--- src/rtl/aiken_to_bcd_packer.sv ---
// Receive side of the BCD<->2421 (Aiken) digit path.
// Decodes 2421 codes to 8421 BCD and packs up to DIGITS digits MSD-first into
// one word, presented on a valid/ready output with a sticky illegal-code flag.
module aiken_to_bcd_packer #(
   parameter int DIGITS = 4,
   parameter int CNT_W  = 3
) (
   input  logic                  clk,
   input  logic                  rst_n,
   input  logic                  in_valid,
   output logic                  in_ready,
   input  logic [3:0]            in_code,
   input  logic                  in_last,
   output logic                  out_valid,
   input  logic                  out_ready,
   output logic [4*DIGITS-1:0]   out_bcd,
   output logic [CNT_W-1:0]      out_ndig,
   output logic                  out_err
);

   typedef enum logic {
      ST_ACCUM = 1'b0,
      ST_EMIT  = 1'b1
   } state_t;

   state_t               state_q, state_d;
   logic [4*DIGITS-1:0]  shreg_q, shreg_d;
   logic [CNT_W-1:0]     cnt_q,   cnt_d;
   logic                 err_q,   err_d;

   logic [3:0]           digit;
   logic                 illegal;

   // 2421 -> 8421 decode; illegal codes map to digit 0 and raise the flag
   always_comb begin
      digit   = 4'd0;
      illegal = 1'b0;
      if (in_code <= 4'd4) begin
         digit = in_code;
      end else if (in_code >= 4'd11) begin
         digit = in_code - 4'd6;
      end else begin
         illegal = 1'b1;
      end
   end

   // Next-state logic: accumulate digits, close the word, wait for the handshake
   always_comb begin
      state_d = state_q;
      shreg_d = shreg_q;
      cnt_d   = cnt_q;
      err_d   = err_q;
      case (state_q)
         ST_ACCUM: begin
            if (in_valid) begin
               // Truncating the concatenation drops the oldest digit and also
               // covers DIGITS == 1, where no lower slice of shreg exists.
               shreg_d = (4*DIGITS)'({shreg_q, digit});
               cnt_d   = cnt_q + CNT_W'(1);
               err_d   = err_q | illegal;
               if (in_last || (cnt_d == CNT_W'(DIGITS))) begin
                  state_d = ST_EMIT;
               end
            end
         end
         ST_EMIT: begin
            if (out_ready) begin
               shreg_d = '0;
               cnt_d   = '0;
               err_d   = 1'b0;
               state_d = ST_ACCUM;
            end
         end
         default: begin
            state_d = ST_ACCUM;
         end
      endcase
   end

   // State register with synchronous active-low reset; reset drops any word
   always_ff @(posedge clk) begin
      if (!rst_n) begin
         state_q <= ST_ACCUM;
         shreg_q <= '0;
         cnt_q   <= '0;
         err_q   <= 1'b0;
      end else begin
         state_q <= state_d;
         shreg_q <= shreg_d;
         cnt_q   <= cnt_d;
         err_q   <= err_d;
      end
   end

   // Outputs: word fields are only exposed while a word is presented
   always_comb begin
      in_ready  = (state_q == ST_ACCUM);
      out_valid = (state_q == ST_EMIT);
      out_bcd   = out_valid ? shreg_q : '0;
      out_ndig  = out_valid ? cnt_q   : '0;
      out_err   = out_valid ? err_q   : 1'b0;
   end

endmodule

--- config.mk ---
export PLATFORM = sky130hd
export DESIGN_NAME = aiken_to_bcd_packer
export DESIGN_NICKNAME = d
export VERILOG_FILES = /design/src/rtl/aiken_to_bcd_packer.sv
export SDC_FILE = /design/constraint.sdc
export NUM_CORES = 1
export LEC_CHECK = 0
export ABC_AREA = 0
export BUFFER_PORTS_ARGS = -buffer_cell sky130_fd_sc_hd__buf_2
export CAP_MARGIN = 5
export CORE_ASPECT_RATIO = 1.5
export CORE_MARGIN = 5
export CORE_UTILIZATION = 40
export DETAILED_ROUTE_END_ITERATION = 10
export PLACE_DENSITY_LB_ADDON = 0.3
export SETUP_SLACK_MARGIN = 0.05
export SYNTH_ARGS = -nofsm -noshare
export SYNTH_HDL_FRONTEND = slang
export SYNTH_SLANG_ARGS = --single-unit
--- constraint.sdc ---
create_clock -name clk -period 2.67 [get_ports clk]
set_input_delay 0.267 -clock clk [delete_from_list [all_inputs] [get_ports clk]]
set_output_delay 0.267 -clock clk [all_outputs]
set_load 0.02 [all_outputs]
; ---- Yosys cells after proc, flatten, opt, wreduce, memory -nomap -nowiden
; Index checks and enable logic that the tools add are counted.
; Widths: inputs -> output; s select.
[totals]
output_inout_bits = 22
inputBits = 9
reg_bits = 21
wordCells = 35
[op_classes]
magnitude_cmp = 2
eq_ne = 3
addsub = 2
bitwise_logic = 2
n_reduce_logical = 2
mux = 20
[op_table]
columns = operator, n
row1 = $mux 16, 3
row2 = $pmux 16 s2, 1
row3 = $mux 3, 3
row4 = $mux 1, 8
row5 = $mux 4, 2
row6 = $pmux 3 s2, 1
row7 = $ge 4x4->1 const B, 1
row8 = $le 4x3->1 const B, 1
row9 = $ne 2x2->1 const B, 2
row10 = $pmux 1 s2, 2
row11 = $sub 4x3->4 const B, 1
row12 = $add 3x1->3 const B, 1
row13 = $eq 3x3->1 const B, 1
row14 = $reduce_and 2->1, 1
row15 = $logic_or 1x1->1, 1
row16 = $not 1->1, 1
row17 = $or 1x1->1, 1

; ---- Longest topological paths before layout
; Gate-level depths: netlist of the first run.
[logic_depth]
ltp_word = 6
mapped_depth = 4
depth_no_buf = 4

; ---- Least setup slack after synthesis of the first run
; OpenSTA, ideal clock, no wires.
[synth_path]
path_type = reg-to-reg
startpoint = register state_q, in the netlist out_valid
endpoint = register shreg_q[3]
path_stages_with_launch = 5
path_slack_ps = 1327
n_path_buf = 1
arrival_ps = 1272
period_less_slack_ps = 1343
path_cell_list = dfxtp_1 -> mux2i_4 -> buf_6 -> nand2_1 -> a21oi_1
[synth_between]
elab_chain_len = 3
elab_cells_between_ends = 5
cone_classes = eq/ne (2) / mux (1) / bitwise (1) / reduce/logical (1)
[synth_lines]
columns = item, line_no
row1 = start: declaration, 26  ; state_t state_q, state_d;
row2 = start signal: assignment, 88  ; state_q <= state_d;
row3 = $not 1->1, n/a
row4 = $ne 2x2->1 (no line), n/a
row5 = $reduce_and 2->1 (no line), n/a
row6 = end signal: assignment, 89  ; shreg_q <= shreg_d;
row7 = end: declaration, 27  ; logic [4*DIGITS-1:0] shreg_q, shreg_d;
; Several ways; a longest one is shown, not always the timed one.
; A chain may end at the register's enable or synchronous reset.

; ---- Final worst setup path of the first run
[layout_path]
startpoint = register state_q, in the netlist out_valid
endpoint = register cnt_q[2]
[layout_between]
elab_chain_len = 3
elab_cells_between_ends = 5
cone_classes = eq/ne (2) / mux (1) / bitwise (1) / reduce/logical (1)
[layout_lines]
columns = item, line_no
row1 = $not 1->1, n/a
row2 = $ne 2x2->1 (no line), n/a
row3 = $reduce_and 2->1 (no line), n/a
row4 = end signal: assignment, 90  ; cnt_q <= cnt_d;
row5 = end: declaration, 28  ; logic [CNT_W-1:0] cnt_q, cnt_d;
; Several ways; a longest one is shown, not always the timed one.

==> flow_metrics.env, run 1 <==
export IMPL_status="complete, no violations"
export IMPL_dieArea_sq_um=3660
export IMPL_viasPerCell=5.28
export IMPL_max_stage_delay_ns=0.55
export IMPL_drive_gt1_share_pct=27.9
export IMPL_place_detailed_hpwl_mm=1.54
export IMPL_critPathSlowestCell="mux2i_4"
export IMPL_postSynthAreaPerCell_sq_um=9.06
export IMPL_r2r_end="cnt_q[2]"
export IMPL_whs_endpoint="shreg_q[0]"
export IMPL_setup_slack_ns=0.964
export IMPL_drt_initial_drc_count=34
export IMPL_p_leak_nw=0.543
export IMPL_die_w_microns=51.1
export IMPL_startpoint_type="flip-flop"
export IMPL_synth_area_sq_um=1010
export IMPL_drv_slew=0
export IMPL_first_pass_iters=4
export IMPL_synthTopCellsByArea="dfxtp_1, and2_1, a22oi_1, nor2_1, ha_1"
export IMPL_ys_warn_count=0
export IMPL_antenna_cells=0
export IMPL_grt_pass1_wl_mm=3.56
export IMPL_cts_buffer_depth=2
export IMPL_area_growth_pct=16.0
export IMPL_yosysTopAreaCellShare_pct=41.4
export IMPL_post_place_ws_ns=0.963
export IMPL_gp_congestion=0.751
export IMPL_critical_path_buf_inv_count=1
export IMPL_rr_worst_depth=4
export IMPL_ant_nets=0
export IMPL_postLayoutCoreUtil_pct=48.1
export IMPL_rows=22
export IMPL_final_nets=153
export IMPL_clk_latency_ns=0.29
export IMPL_h_tree_depth=1
export IMPL_cp_data_required_time_ns=2.88
export IMPL_skew_ns=0.00601
export IMPL_synth_seq_cells=21
export IMPL_r2r_start="out_valid"
export IMPL_finalCriticalPeriod_ns=1.71
export IMPL_dieHeight_microns=71.7
export IMPL_hold_depth=3
export IMPL_numClockSinks=21
export IMPL_crit_chain="buf_4 -> mux2i_4 -> a21oi_1 -> a211oi_1"
export IMPL_ctsRootBufferMaster="clkbuf_4"
export IMPL_critical_path_class="reg -> reg"
export IMPL_yosysUniqueCellTypes=30
export IMPL_fin_crit_sh_pct=63.9
export IMPL_finalSetupViolCount=0
export IMPL_clkTransAtPathRegs_ns=0.11
export IMPL_netlist_instances=112
export IMPL_overflow=0
export IMPL_power_density_nw_per_um2=467
export IMPL_crit_fanout=19
export IMPL_rsz0062_at_grt="no"
export IMPL_cts_tree="built"
export IMPL_crit_family="multiplexers"
export IMPL_grt_max_degree=22
export IMPL_worst_hold_slack_ns=0.258
export IMPL_cts_hold_buf=0
export IMPL_remaining_drc_errors=0
export IMPL_max_slew_margin_pct=61.8
export IMPL_numCtsBuffers=3
export IMPL_ff2ff_setup_slack_ns=0.96
export IMPL_end_kind="flip-flop"
export IMPL_core_area_sq_um=2450
export IMPL_vias=866
export IMPL_hold_path_class="in -> reg"
export IMPL_grt_pass1_vias=799
export IMPL_finalSetupTns_ns=0
export IMPL_yosysSeqAreaShare_pct=41.4
export IMPL_cts_setup_buffers=0
export IMPL_tightest_slew_ns=0.561
export IMPL_routedWlPerCell_microns=12.6
export IMPL_hold_viol=0
export IMPL_drt_total_wl_mm=2.06
export IMPL_cts_resized_gates=0
export IMPL_boundaryPins=31
export IMPL_max_cap_violations=0
export IMPL_max_freq_ghz=0.586
export IMPL_syn_nets=124
export IMPL_antenna_found_initial=0
export IMPL_port_buffers=30
export IMPL_vdd_drop_max_v=0.000273
export IMPL_worstHoldStart="in_code[0]"
export IMPL_yosysTopAreaCell="dfxtp_1"
export IMPL_initial_core_util_pct=41.4
export IMPL_arrival_ns=1.91
export IMPL_grt_usage_pct=12.4
export IMPL_power_mw=0.550
==> routing by layer <==
metal	wire [microns]	global-route usage, %	up-vias
met1	953	16.6	395
li1	-	-	448
met5	0	0	-
met3	108	2.08	2
met2	979	18.8	21
met4	21	6.29	0
==> how the worst max path moves through the flow <==
stage | from | endpoint | cells after the start | slack, ns
final | out_valid | cnt_q[2] | 4 | 0.96
after global routing | out_valid | cnt_q[2] | 4 | 0.80
after detailed placement | out_valid | cnt_q[2] | 4 | 0.96
after floorplan | out_valid | shreg_q[3] | 4 | 1.33
after CTS | out_valid | cnt_q[2] | 4 | 0.94
after global placement | out_valid | cnt_q[2] | 4 | 1.05
==> logic make-up after synthesis <==
logic type | share of synthesized area, %
buffers and inverters | 6.29
and+or+nand+nor | 24.5
AOI/OAI and AO/OA | 19.0
DFF | 41.4
muxes | 4.19
adders and majority gates | 3.70
xor gates and xnor gates | 0.863
==> registers in the layout, summed over array words and instances (netlist names) <==
signal,flops
out_valid,1
shreg_q,16
cnt_q,3
err_q,1
==> stage by stage <==
stage	cell area (sq um)	instances
2_1_floorplan	1010	112
3_3_place_gp	1150	160
3_5_place_dp	1150	160
4_1_cts	1180	164
5_1_grt	1180	164
6_report	1180	164
==> power by group <==
| group | switching (mW) | total (mW) | internal (mW) |
|---|---|---|---|
| clock network | 0.0895 | 0.145 | 0.0557 |
| logic | 0.0469 | 0.0747 | 0.0278 |
| registers | 0.00813 | 0.330 | 0.322 |
| total | 0.145 | 0.550 | 0.405 |
==> placed cells by master (no fill, tap or decap), types with 2 or more instances in the layout <==
cell / netlist / layout
nor2_1: 15 / 15
buf_2: 1 / 30
ha_1: 3 / 3
mux2i_1: 2 / 2
inv_1: 2 / 2
nand3_1: 3 / 3
dfxtp_1: 21 / 21
and2_1: 20 / 20
nand2_1: 4 / 4
a32o_1: 2 / 2
o21ai_0: 3 / 3
clkbuf_4: 0 / 3
a21oi_1: 3 / 3
a22oi_1: 13 / 13
==> cells in the mapped netlist <==
library cell,n
a31oi_1,1
a21oi_1,3
o22ai_1,1
a21o_2,1
a21o_1,1
buf_2,1
and2b_2,1
mux2i_1,2
and2_2,1
a211oi_1,1
a32oi_1,1
nor4b_1,1
nand3_1,3
and2_1,20
inv_1,2
nand2b_1,1
ha_1,3
mux2i_4,1
buf_6,2
clkbuf_1,3
clkbuf_8,1
clkinv_1,1
a22oi_1,13
dfxtp_1,21
o21ai_0,3
nor2_1,15
nand2_1,4
a32o_1,2
xor2_1,1
nand4_1,1
==> worst min-delay path, stage by stage <==
cell and delay, ns:
buf_2 0.12, nand3_1 0.06, o21ai_0 0.07
==> cell type report <==
| type | instances | area [sq um] |
|---|---|---|
| clock inverters | 1 | 5.00 |
| clock buffers | 3 | 22.5 |
| fillers | 237 | 1270 |
| flip-flops and latches | 21 | 420 |
| inverters | 3 | 11.3 |
| repair buffers | 31 | 158 |
| well taps | 24 | 30.0 |
| multi-input cells | 81 | 531 |
(Power assumes the default switching activity.)
==> inputs of run 2 (changes only) <==
--- a/config.mk
+++ b/config.mk
@@ -5,7 +5,7 @@
 export SDC_FILE = /design/constraint.sdc
 export NUM_CORES = 1
 export LEC_CHECK = 0
-export ABC_AREA = 0
+export ABC_AREA = 1
 export BUFFER_PORTS_ARGS = -buffer_cell sky130_fd_sc_hd__buf_2
 export CAP_MARGIN = 5
 export CORE_ASPECT_RATIO = 1.5
==> constraint.sdc (replaced) <==
create_clock -name clk -period 1.6 [get_ports clk]
set_input_delay 0.16 -clock clk [delete_from_list [all_inputs] [get_ports clk]]
set_output_delay 0.16 -clock clk [all_outputs]
set_load 0.02 [all_outputs]
==> run 2 against run 1 <==
Compared with the run above: clock skew shrank 0.0039 ns; non-clock buffer count is 1 higher; utilization up 1.6 points; global-route usage decreased by 0.51 points; largest cell class unchanged; largest power group unchanged.
==> flow_metrics.env, run 2 <==
export IMPL_status="complete, no violations"
export IMPL_grt_max_degree=20
export IMPL_grt_usage_pct=11.9
export IMPL_power_density_nw_per_um2=758
export IMPL_cp_data_required_time_ns=1.44
export IMPL_finalSetupViolCount=0
export IMPL_cts_buffer_depth=2
export IMPL_finalInstanceArea_sq_um=1220
export IMPL_ctsRootBufferMaster="clkbuf_4"
export IMPL_routedWlPerCell_microns=9.87
export IMPL_synth_commonest_cells="nand2_1, inv_1, a21oi_1, dfxtp_1, nand3_1"
export IMPL_ant_nets=0
export IMPL_rsz0062_at_grt="no"
export IMPL_worst_hold_slack_ns=0.130
export IMPL_arrival_ns=1.17
export IMPL_port_buffers=30
export IMPL_crit_cells=4
export IMPL_synth_seq_cells=21
export IMPL_synthArstFlopShare_pct=0
export IMPL_numClockSinks=21
export IMPL_syn_nets=170
export IMPL_clk_latency_ns=0.29
export IMPL_regMostFlops="shreg_q"
export IMPL_vdd_drop_max_v=0.000453
export IMPL_tightest_slew_ns=0.467
export IMPL_grt_busiest_layer="met2"
export IMPL_cts_setup_buffers=0
export IMPL_h_tree_depth=1
export IMPL_crit_chain="buf_4 -> nand2_1 -> inv_1 -> buf_2"
export IMPL_drv_slew=0
export IMPL_overflow=0
export IMPL_r2r_start="cnt_q[0]"
export IMPL_postSynthAreaPerCell_sq_um=6.49
export IMPL_dieHeight_microns=72.0
export IMPL_end_kind="primary output"
export IMPL_hold_viol=0
export IMPL_vias=995
export IMPL_crit_path_end="out_bcd[1]"
export IMPL_skew_ns=0.00215
export IMPL_place_detailed_hpwl_mm=1.60
export IMPL_seqCellArea_sq_um=420
export IMPL_max_stage_delay_ns=0.40
export IMPL_viasPerCell=4.67
export IMPL_rr_worst_depth=6
export IMPL_drt_total_wl_mm=2.10
export IMPL_hold_path_class="in -> reg"
export IMPL_p_leak_nw=0.724
export IMPL_yosysUniqueCellTypes=17
export IMPL_max_freq_ghz=0.752
export IMPL_grtUsageMet1_pct=14.7
export IMPL_final_nets=202
export IMPL_antenna_cells=0
export IMPL_cts_hold_buf=0
export IMPL_max_cap_violations=0
export IMPL_yosysSeqAreaShare_pct=41.0
export IMPL_critPathSlowestCell="dfxtp_1"
export IMPL_die_w_microns=51.4
export IMPL_post_place_ws_ns=0.468
export IMPL_mostFrequentLayoutCell="nand2_1"
export IMPL_ff2ff_setup_slack_ns=0.45
export IMPL_drive_gt1_share_pct=21.7
export IMPL_fin_crit_sh_pct=83.2
export IMPL_synthTopCellsByArea="dfxtp_1, nand2_1, a21oi_1, inv_1, ha_1"
export IMPL_startpoint_type="flip-flop"
export IMPL_layout_common_cells="nand2_1, buf_2, inv_1"
export IMPL_crit_fanout=10
export IMPL_gp_congestion=0.732
export IMPL_nFillCells=261
export IMPL_ys_flop_type="dfxtp_1"
export IMPL_drt_initial_drc_count=35
export IMPL_area_growth_pct=18.7
export IMPL_cts_resized_gates=0
export IMPL_remaining_drc_errors=0
export IMPL_boundaryPins=31
export IMPL_setup_slack_ns=0.269
export IMPL_critical_path_class="reg -> out"
export IMPL_use_met2_pct=20.4
export IMPL_synth_most_common_cell="nand2_1"
export IMPL_r2r_end="out_valid"
export IMPL_initial_core_util_pct=41.9
export IMPL_multi_input_area_sq_um=465
export IMPL_grt_util_met3_pct=2.05
export IMPL_grt_pass1_wl_mm=3.49
export IMPL_power_mw=0.923
export IMPL_first_pass_iters=2
export IMPL_critPathLaunch="out_valid"
export IMPL_yosysTopAreaCell="dfxtp_1"
export IMPL_cts_tree="built"
export IMPL_ys_warn_count=0
export IMPL_yosysTopAreaCellShare_pct=41.0
export IMPL_finalSetupTns_ns=0
export IMPL_core_area_sq_um=2450
export IMPL_synth_area_sq_um=1030
export IMPL_max_slew_margin_pct=68.7
export IMPL_antenna_found_initial=0
export IMPL_finalCriticalPeriod_ns=1.33
export IMPL_hold_depth=3
export IMPL_clkTransAtPathRegs_ns=0.11
export IMPL_synth_edf_count=0
export IMPL_rows=22
export IMPL_critical_path_buf_inv_count=3
export IMPL_dpl_instance_area_sq_um=1190
export IMPL_netlist_instances=158
export IMPL_dieArea_sq_um=3700
export IMPL_grt_pass1_vias=863
export IMPL_crit_family="buffers and inverters"
export IMPL_numCtsBuffers=3
export IMPL_top_regs="shreg_q: 16 flops, cnt_q: 3 flops"
export IMPL_largest_register_ffs=16
run 2: cell count changes after synthesis, moves of 2 or more:
cell / delta
nand2_2: +2
a32o_1: -2
nor2_1: -15
inv_1: +23
nand3_1: +3
a21oi_1: +18
mux2i_1: -2
nand2_1: +61
and2_1: -20
a22oi_1: -13
inv_2: +2
run 2: final cells by class:
class / instances / share of cell area (%)
sequential: 21 / 34.5
multi-input combinational: 103 / 38.2
tap: 24 / 2.47
inverter: 29 / 9.04
timing repair buffer: 32 / 13.6
clock buffer: 4 / 2.16
run 2: worst min path at each step:
| stage | endpoint | startpoint | slack, ns |
|---|---|---|---|
| after floorplan | cnt_q[0] | rst_n | 0.30 |
| after global placement | out_valid | in_valid | 0.44 |
| after detailed placement | cnt_q[0] | rst_n | 0.44 |
| after CTS | cnt_q[0] | rst_n | 0.12 |
| after global routing | cnt_q[0] | rst_n | 0.12 |
| final | cnt_q[0] | rst_n | 0.13 |
run 2: layer usage:
metal,wire [microns],vias to the layer above,share of wire (%)
met5,0,-,0
met4,16,0,0.76
met3,95,2,4.5
met2,1020,16,48
met1,971,439,46
li1,-,538,-
run 2: metrics by stage:
step	instances	util (%)
after floorplan	158	-
after global placement	209	48.6
after global routing	213	49.7
after detailed placement	209	48.6
final	213	49.7
after CTS	213	49.7
run 2: worst min-delay path, cell delays in order:
cell     delay, ns
buf_2         0.11
o21ai_0       0.07
a21oi_1       0.04
run 2: kinds of logic after synthesis:
kind of cell    synth area share (%)
flops                           41.0
simple gates                    29.1
fa+ha+maj                       3.66
buf+inv                         13.7
xor+xnor                       0.854
compound gates                  11.7
run 2: where the power goes:
| part | total [mW] | switching (mW) | leakage [nW] | internal [mW] |
|---|---|---|---|---|
| Sequential | 0.552 | 0.0134 | 0.170 | 0.538 |
| Clock | 0.240 | 0.143 | 0.0150 | 0.0967 |
| Combinational | 0.132 | 0.0895 | 0.539 | 0.0421 |
| Total | 0.923 | 0.246 | 0.724 | 0.677 |
==> inputs of run 3 (changes only) <==
==> constraint.sdc (replaced) <==
create_clock -name clk -period 1.2 [get_ports clk]
set_input_delay 0.12 -clock clk [delete_from_list [all_inputs] [get_ports clk]]
set_output_delay 0.12 -clock clk [all_outputs]
set_load 0.02 [all_outputs]
==> run 3 against run 2 <==
Compared with the run above: non-clock buffer count rose by 4; register-to-register slack got worse by 0.44 ns; total power is 47% higher; first-iteration DRC count rose by 14%; clock skew increased by 0.0034 ns; clock power up 36%; cell count grew 4.2%; sequential power grew 34%; utilization increased by 14 points; wire length grew 20%; largest cell class unchanged; highest routed layer unchanged.
==> flow_metrics.env, run 3 (synthesis gave the netlist of run 2 again) <==
export IMPL_setup_slack_ns=0.00956
export IMPL_final_nets=211
export IMPL_cts_buffer_depth=2
export IMPL_area_growth_pct=51.8
export IMPL_grt_usage_pct=13.3
export IMPL_regMostFlops="shreg_q"
export IMPL_clkTransAtPathRegs_ns=0.10
export IMPL_initial_core_util_pct=41.9
export IMPL_overflow=0
export IMPL_crit_chain="buf_4 -> inv_6 -> nand2_8 -> nand2_8 -> buf_4 -> nand3_1 -> a21oi_2"
export IMPL_power_density_nw_per_um2=870
export IMPL_tightest_slew_ns=0.259
export IMPL_end_kind="flip-flop"
export IMPL_viasPerCell=4.90
export IMPL_port_buffers=30
export IMPL_hold_depth=3
export IMPL_grtUsageMet1_pct=16.5
export IMPL_gp_congestion=0.773
export IMPL_grt_util_met3_pct=2.46
export IMPL_p_switching_mw=0.395
export IMPL_critPathSlowestCell="dfxtp_4"
export IMPL_h_tree_depth=1
export IMPL_post_place_ws_ns=0.0995
export IMPL_clk_latency_ns=0.29
export IMPL_max_cap_violations=0
export IMPL_grt_pass1_wl_mm=3.92
export IMPL_power_mw=1.35
export IMPL_top_regs="shreg_q: 16 flops, cnt_q: 3 flops"
export IMPL_fin_crit_sh_pct=99.2
export IMPL_mostFrequentLayoutCell="nand2_1"
export IMPL_pwr_share_comb_pct=21.5
export IMPL_layout_common_cells="nand2_1, buf_6, dfxtp_1"
export IMPL_crit_family="flip-flops"
export IMPL_drt_total_wl_mm=2.53
export IMPL_ant_nets=0
export IMPL_swShare_pct=29.2
export IMPL_cts_tree="built"
export IMPL_die_w_microns=51.4
export IMPL_finalSetupViolCount=0
export IMPL_crit_fanout=5
export IMPL_startpoint_type="flip-flop"
export IMPL_remaining_drc_errors=0
export IMPL_critical_path_class="reg -> reg"
export IMPL_p_int_mw=0.960
export IMPL_dpl_instance_area_sq_um=1190
export IMPL_p_seq_share_pct=54.5
export IMPL_critical_path_buf_inv_count=3
export IMPL_numClockSinks=21
export IMPL_max_slew_margin_pct=82.7
export IMPL_antenna_found_initial=0
export IMPL_boundaryPins=31
export IMPL_grt_pass1_vias=938
export IMPL_rsz0062_at_grt="yes"
export IMPL_skew_ns=0.00558
export IMPL_grt_max_degree=21
export IMPL_p_leak_nw=0.786
export IMPL_crit_cells=7
export IMPL_rows=22
export IMPL_status="complete, no violations"
export IMPL_use_met2_pct=22.4
export IMPL_dieHeight_microns=72.0
export IMPL_antenna_cells=0
export IMPL_finalCriticalPeriod_ns=1.19
export IMPL_hold_viol=0
export IMPL_final_cell_count_no_fill=222
export IMPL_place_detailed_hpwl_mm=1.53
export IMPL_routedWlPerCell_microns=11.4
export IMPL_cp_data_required_time_ns=1.43
export IMPL_dp_cells=209
export IMPL_max_stage_delay_ns=0.37
export IMPL_max_freq_ghz=0.840
export IMPL_largest_register_ffs=16
export IMPL_core_area_sq_um=2450
export IMPL_arrival_ns=1.42
export IMPL_dieArea_sq_um=3700
export IMPL_finalInstanceArea_sq_um=1560
export IMPL_first_pass_iters=4
export IMPL_hold_path_class="in -> reg"
export IMPL_grt_busiest_layer="met2"
export IMPL_drive_gt1_share_pct=37.9
export IMPL_vias=1088
export IMPL_drt_initial_drc_count=40
export IMPL_numCtsBuffers=3
export IMPL_ctsRootBufferMaster="clkbuf_4"
export IMPL_rr_worst_depth=7
export IMPL_drv_slew=0
export IMPL_vdd_drop_max_v=0.000740
export IMPL_p_clk_share_pct=24.0
export IMPL_finalSetupTns_ns=0
[run 3: worst paths after layout]
check / to / slack (ns) / start
hold / removal: cnt_q[0] / 0.08 / rst_n
setup reg to reg: err_q / 0.01 / out_valid
setup / recovery: err_q / 0.01 / out_valid
hold reg to reg: err_q / 0.47 / err_q
[run 3: area by class of cell]
class	count	area (sq um)
Sequential cell	21	427
Inverter	29	129
Clock buffer	4	26.3
Timing Repair Buffer	36	350
Timing Repair inverter	5	51.3
Tap cell	24	30.0
Multi-Input combinational cell	103	544
Fill cell	211	892
[run 3: power groups by stage]
stage | Sequential [mW] | Combinational, mW | Clock, mW
after detailed placement | 0.753 | 0.176 | 0
after global placement | 0.752 | 0.173 | 0
final | 0.738 | 0.291 | 0.326
after CTS | 0.736 | 0.198 | 0.338
after global routing | 0.743 | 0.318 | 0.371
after floorplan | 0.752 | 0.124 | 0
[run 3: worst min-delay path, cell delays in order]
cell     delay, ns
buf_2         0.12
o21ai_0       0.07
a21oi_1       0.04
[run 3: through the flow]
| step | utilization (%) | hold slack (ns) |
|---|---|---|
| 2_1_floorplan | - | 0.252 |
| 3_3_place_gp | 48.7 | 0.382 |
| 3_5_place_dp | 48.7 | 0.392 |
| 4_1_cts | 56.0 | 0.0677 |
| 5_1_grt | 63.6 | 0.0973 |
| 6_report | 63.6 | 0.0843 |
[run 3: timing repair]
| action | CTS | global route |
|---|---|---|
| pin swaps | 0 | 14 |
| hold endpoints to repair | 0 | 0 |
| resized for setup | 46 | 47 |
| cloned | 0 | 5 |
| buffers inserted | 1 | 3 |
| setup endpoints to repair | 20 | 41 |
| hold buffers | 0 | 0 |
[run 3: routing by layer]
| layer | vias to the layer above | wire length, microns |
|---|---|---|
| met5 | - | 0 |
| met4 | 0 | 14 |
| met3 | 2 | 122 |
| met2 | 28 | 1350 |
| met1 | 498 | 1040 |
| li1 | 560 | - |
